==> src/rtl/inst_fetch_unit.sv <==
// Instruction fetch unit: 1-cycle-latency imem reader with HOLD freeze, 1-entry skid buffer and branch redirect.
// Optional halt-opcode detection is compiled in with FETCH_HALT_DETECT_EN.
module inst_fetch_unit #(
  parameter int ADDR_W         = 10,
  parameter int INST_W         = 32,
  parameter int DATA_W         = 64,
  parameter int INST_MEM_START = 0,
  parameter int INST_MEM_END   = 511
) (
  input  logic              clk,
  input  logic              reset,
  input  logic              stall,
  input  logic              branch_valid,
  input  logic [ADDR_W-1:0] branch_target,
  output logic              imem_rd_en,
  output logic [ADDR_W-1:0] imem_addr,
  input  logic [INST_W-1:0] imem_rdata,
  output logic [DATA_W-1:0] inst_out,
  output logic              inst_valid,
  output logic              fd_en
);

`ifdef FETCH_HALT_DETECT_EN
  typedef enum logic [1:0] {BOOT, FETCH, HOLD, HALT} state_t;
`else
  typedef enum logic [1:0] {BOOT, FETCH, HOLD} state_t;
`endif

  typedef struct packed {
    logic [ADDR_W-1:0] pc;
    logic [INST_W-1:0] inst;
  } pkt_t;

  localparam logic [31:0] SPAN = 32'(INST_MEM_END - INST_MEM_START + 1);

  state_t            state;
  logic [ADDR_W-1:0] pc, rd_pc;
  logic              rd_q, hold_vld, skid_vld;
  pkt_t              hold_q, skid_q;

  pkt_t              ret_pkt, disp;
  logic              disp_vld, consume, rd_go;
  logic [ADDR_W-1:0] pc_inc, br_pc;
  logic [31:0]       tgt32;

  always_comb begin
    ret_pkt  = '{pc: rd_pc, inst: imem_rdata};
    // a frozen item always wins over live memory data
    disp     = hold_vld ? hold_q : ret_pkt;
    disp_vld = hold_vld | rd_q;
    consume  = disp_vld & ~stall & ~branch_valid;
    rd_go    = (state == FETCH) & ~branch_valid;
    pc_inc   = (pc == ADDR_W'(INST_MEM_END)) ? ADDR_W'(INST_MEM_START) : pc + ADDR_W'(1);
    tgt32    = 32'(branch_target);
    if (tgt32 > 32'(INST_MEM_END))
      br_pc = ADDR_W'((tgt32 - 32'(INST_MEM_START)) % SPAN + 32'(INST_MEM_START));
    else
      br_pc = branch_target;
  end

`ifdef FETCH_HALT_DETECT_EN
  logic halt_hit;
  assign halt_hit = consume & (disp.inst[31:26] == 6'h3F);
`endif

  always_ff @(posedge clk) begin
    if (reset) begin
      state    <= BOOT;
      pc       <= ADDR_W'(INST_MEM_START);
      rd_q     <= 1'b0;
      rd_pc    <= '0;
      hold_vld <= 1'b0;
      skid_vld <= 1'b0;
      hold_q   <= '0;
      skid_q   <= '0;
    end else if (branch_valid) begin
      state    <= FETCH;
      pc       <= br_pc;
      rd_q     <= 1'b0;
      hold_vld <= 1'b0;
      skid_vld <= 1'b0;
`ifdef FETCH_HALT_DETECT_EN
    end else if (halt_hit) begin
      state    <= HALT;
      rd_q     <= 1'b0;
      hold_vld <= 1'b0;
      skid_vld <= 1'b0;
`endif
    end else begin
      rd_q <= rd_go;
      if (rd_go) begin
        rd_pc <= pc;
        pc    <= pc_inc;
      end
      if (hold_vld) begin
        if (consume) begin
          // next in line: skid first, else whatever is returning now
          if (skid_vld) begin
            hold_q   <= skid_q;
            skid_vld <= 1'b0;
          end else begin
            hold_vld <= rd_q;
            hold_q   <= ret_pkt;
          end
        end else if (rd_q) begin
          skid_vld <= 1'b1;
          skid_q   <= ret_pkt;
        end
      end else if (rd_q & stall) begin
        hold_vld <= 1'b1;
        hold_q   <= ret_pkt;
      end
      case (state)
        BOOT:    state <= FETCH;
        FETCH:   if (disp_vld & stall) state <= HOLD;
        HOLD:    if (!stall) state <= FETCH;
        default: state <= state;
      endcase
    end
  end

  assign imem_rd_en = rd_go & ~reset;
  assign imem_addr  = reset ? '0 : pc;
  assign inst_valid = disp_vld & ~reset;
  assign inst_out   = inst_valid ? DATA_W'(disp) : '0;
  assign fd_en      = inst_valid & ~stall & ~branch_valid;

endmodule

==> config.mk <==
export PLATFORM = sky130hd
export DESIGN_NAME = inst_fetch_unit
export DESIGN_NICKNAME = d
export VERILOG_FILES = /design/src/rtl/inst_fetch_unit.sv
export SDC_FILE = /design/constraint.sdc
export NUM_CORES = 1
export LEC_CHECK = 0
export BUFFER_PORTS_ARGS = -buffer_cell sky130_fd_sc_hd__buf_2
export CORE_UTILIZATION = 35
export DETAILED_ROUTE_END_ITERATION = 6
export SLEW_MARGIN = 30
export SYNTH_ARGS = -nofsm -noshare
export SYNTH_HDL_FRONTEND = slang
export SYNTH_SLANG_ARGS = --single-unit
export TNS_END_PERCENT = 1
==> constraint.sdc <==
create_clock -name clk -period 1.69 [get_ports clk]
set_input_delay 0.338 -clock clk [delete_from_list [all_inputs] [get_ports clk]]
set_output_delay 0.338 -clock clk [all_outputs]
set_load 0.02 [all_outputs]
Word-level counts from Yosys, hierarchy flattened

Index checks and enable logic that the tools add are counted.

$add $sub $neg: 1
Order comparisons: 1
Eq/ne operators: 8
Mux-type cells: 21
Bitwise gates (word level): 14
Reduce and logical (&&, ||, !) cells: 13

Operators by type and width:

| operator                | number |
|---|---|
| $mux W42                | 6 |
| $mux W10                | 5 |
| $add A10 B1 Y10 const B | 1 |
| $eq A10 B9 Y1 const B   | 1 |
| $gt A10 B9 Y1 const B   | 1 |
| $and A1 B1 Y1           | 9 |
| $reduce_and A3 Y1       | 3 |
| $mux W1                 | 7 |
| $pmux W2 S3             | 1 |
| $reduce_bool A2 Y1      | 3 |
| $mux W2                 | 2 |
| $ne A2 B1 Y1 const B    | 2 |
| $not A1 Y1              | 4 |
| $reduce_and A2 Y1       | 2 |
| $reduce_and A4 Y1       | 1 |
| $reduce_bool A4 Y1      | 1 |
| $ne A3 B2 Y1 const B    | 1 |
| $ne A3 B3 Y1 const B    | 1 |
| $reduce_bool A3 Y1      | 1 |
| $eq A2 B1 Y1 const B    | 1 |
| $eq A2 B2 Y1 const B    | 1 |
| $logic_not A2 Y1        | 1 |
| $ne A2 B2 Y1 const B    | 1 |
| $reduce_or A2 Y1        | 1 |
| $or A1 B1 Y1            | 1 |

Bits in registers: 109
Bits of input ports: 46
Output and inout bits: 77
Word-level logic and storage cells: 69

Depth between registers and ports, before layout

Depth in word-level cells: 5
Gate-level depth with buffers: 7
Depth with buffers taken out: 5

Least setup slack after synthesis

Ideal clock, no wire load.

Path type: register -> output
Start point: register hold_vld
End point: output port inst_out[10]
Arrival time: 1.459 ns
Data required time: 1.352 ns
Setup slack: -0.107 ns
Cell stages (with the launch flop): 7
Path buffers: 3
Path through: dfxtp_1 > buf_2 > nor2_1 > or2_2 > buf_2 > clkbuf_1 > nor2_1

Longest elaborated chain between the ends: 3
Elaborated cells on any way between the ends: 4
Those cells by class: 2 x mux; 2 x bitwise

Ends and longest elaborated chain:

| what                   | line | text |
|---|---|---|
| start, declared        | 38   | `logic rd_q, hold_vld, skid_vld;` |
| start signal, assigned | 102  | `hold_vld <= rd_q;` |
| $or A1 B1 Y1           | 50   | `disp_vld = hold_vld \| rd_q;` |
| $and A1 B1 Y1          | 124  | `assign inst_valid = disp_vld & ~reset;` |
| $mux W42 (*)           | 125  | `assign inst_out = inst_valid ? DATA_W'(disp) : '0;` |
| end, declared          | 18   | `output logic [DATA_W-1:0] inst_out,` |

Mark *: on every way between the ends. The rest lies on a longest branch, timed or not.

Final worst setup path

Start point: register hold_vld
End point: output port inst_out[41]

Same word-level chain as after synthesis.

==> results.cfg <==
[setup_path]
cp-startpoint = hold_vld
cp-start-kind = flip-flop
crit_chain = nor2_2, or2_4, buf_12, nor2_1, buf_4
cp_data_arrival_time_ps = 1580
critPathMaxStageDelay_ps = 420
crit_required_ps = 1350
crit_type = reg2out
crit_path_end_kind = primary output
r2r-start = hold_vld
crit_fanout = 17
cp_slowest_cell = dfxtp_4

[cells_and_area]
nNetsFinal = 833
finish.instance_area_um2 = 7210
drive_gt1_share_pct = 30.8
syn_to_final_growth_pct = 32.0
most-common-layout-cells = 154 x nand2_1, 107 x dfxtp_1, 58 x a21oi_1
mostFrequentLayoutCell = nand2_1

[synthesis]
synth_cell_types = 43
synth_top_cell_by_area = dfxtp_1
avgSynthCellArea_um2 = 7.77
ys_ff_latch = 109
ys_seq_area_share_pct = 39.9
yosys_warnings = 0
netlist_area_um2 = 5460
syn_inst = 703
yosysTopAreaCellShare_pct = 39.9
synthTopCellsByArea = dfxtp_1 40%, nand2_1 11%, mux2i_1 7.9%

[cts]
numCtsBuffers = 9
cts.clk_slew.worst_paths_ps = 70
cts_tree = done
clock-sinks = 109
root_buffer = clkbuf_16
worstSkewPairLatency_ps = 350
htree_levels = 3
cts_buffer_depth = 2

[timing]
rsz0062_at_grt = yes
timing.hold.ws_ps = 232
worstMarginPinSlew_ps = 776
setup_violations = 43
fmax_ghz = 0.521
drv_slew = 0
maxSlewHeadroom_pct = 48.2
setup_tns_ps = -8120
hold_viol = 0
fin_crit_ps = 1920
fin_ws_ps = -229
period_share_pct = 114
finClkSkew_ps = 8.20

[grt]
grt_usage_pct = 16.7
grt_pass1_wl_um = 21600
antenna_found_initial = 1
grt_max_degree = 62
grt_pass1_vias = 4210
grt_overflow = 0

[power_and_ir_drop]
combPwrFrac_pct = 11.1
p_int_mw = 4.19
p_seq_share_pct = 47.6
p_clk_share_pct = 41.4
powerDensity_nw_per_um2 = 774
p_total_mw = 5.58
swShare_pct = 24.9
p_leak_nw = 2.51
p_sw_mw = 1.39
ir_drop_mv = 0.451

[hold_path]
hold_class = in2reg
hold_start = branch_target[5]

[floorplanning]
die_width_um = 127
die_h_um = 127
rows = 45
die_area_um2 = 16100
start_util_pct = 35.9
io_pins = 123
core-area_um2 = 15200

[outcome]
violations = negative setup slack
status = finished, violations left

[route]
routed_via_density = 4.98
firstDrtPassIters = 5
num_vias = 4884
wirelength_um = 13800
ant_nets = 0
wire_per_inst_um = 14.0
drc = 0
drtIter0Drc = 329

[place]
dpl_cell_area_um2 = 6470
place.gp.congestion = 0.734
hpwl_um = 8840
port_buffers = 99

[run]
drv_cap = 0
[sequential cells by signal, summed over array words and instances (netlist names)]
register / count
rd_pc: 10
hold_vld: 1
pc: 10
skid_q: 42
hold_q: 42
rd_q: 1
state: 2
skid_vld: 1
[power groups by stage]
stage	clock network [mW]	registers (mW)	logic, mW
after detailed placement	0	2.71	0.578
after global routing	2.49	2.66	0.674
after global placement	0	2.71	0.576
after CTS	2.37	2.65	0.595
final	2.31	2.66	0.617
after floorplan	0	2.71	0.426
[kinds of logic (layout without fill, tap and decap cells)]
logic type / count (synthesis) / in the layout / synth area share [%]
buf+inv: 91 / 158 / 8.66
other cells: 1 / 23 / 0.0686
simple gates: 335 / 335 / 25.8
xor+xnor: 4 / 4 / 0.641
mux: 43 / 43 / 7.88
compound gates: 119 / 119 / 16.8
fa+ha+maj: 1 / 1 / 0.229
flops: 109 / 109 / 39.9
[path summary, 6_finish.rpt]
check	endpoint	slack, ps	cells after the start
worst max-delay path	inst_out[41]	-230	5
worst min-delay path	pc[5]	230	2
worst max register to register	hold_q[26]	60	6
worst min register to register	skid_q[34]	450	2
[critical path, delay by kind of cell, from the launching register on]
family / cells / cell delay (ps)
simple gates: 3 / 470
flops: 1 / 420
buf+inv: 2 / 330
[cell type report]
| type | count | area (µm²) |
|---|---|---|
| multi-input cells | 524 | 3260 |
| well taps | 188 | 235 |
| repair buffers | 137 | 1180 |
| fillers | 1483 | 7990 |
| clock buffers | 10 | 239 |
| clock inverters | 6 | 85.1 |
| diodes | 1 | 2.50 |
| flip-flops and latches | 109 | 2190 |
| inverters | 5 | 18.8 |
[layer usage]
layer	GRT usage (%)	share of wire (%)
met1	22.8	48
met3	2.83	3.7
met4	7.00	1.5
met2	26.1	47
met5	0	0
[synth_stat cells]
library cell,count
nand3_1,45
or3_1,1
and2_1,2
nor2b_1,10
o22ai_1,2
buf_4,24
o31a_1,1
o211a_1,1
o32ai_1,1
nor4_1,1
or2_1,1
a21oi_2,1
a311oi_1,22
or4_1,1
mux2i_1,43
nor2_1,96
xnor2_1,4
nand2b_1,5
and4_1,1
clkbuf_2,1
a21oi_1,58
buf_2,20
nand4_1,3
nor3_1,9
a31oi_1,3
o211ai_1,1
a22o_1,1
o21ai_0,4
ha_1,1
dfxtp_1,109
buf_6,2
conb_1,1
o311ai_0,1
nor2_2,1
and3_1,2
nand2_1,154
inv_1,5
clkbuf_1,38
or2_2,1
a311oi_2,20
buf_1,1
a211oi_1,3
nand3b_1,2
[through the flow]
step,worst slack [ps],instances,utilization (%)
after floorplan,-59.5,724,-
after global placement,101,960,42.6
after detailed placement,81.6,960,42.6
after CTS,-266,976,45.7
after global routing,-286,979,47.4
final,-229,980,47.4
[repair_timing]
item                       in CTS  in global routing
cloned                          0                  1
setup buffers                   0                  2
pin swaps                       8                 13
hold buffers                    0                  0
resized for setup              47                 66
setup endpoints to repair      45                 52
Note: power is estimated with default switching activity, not from simulation.
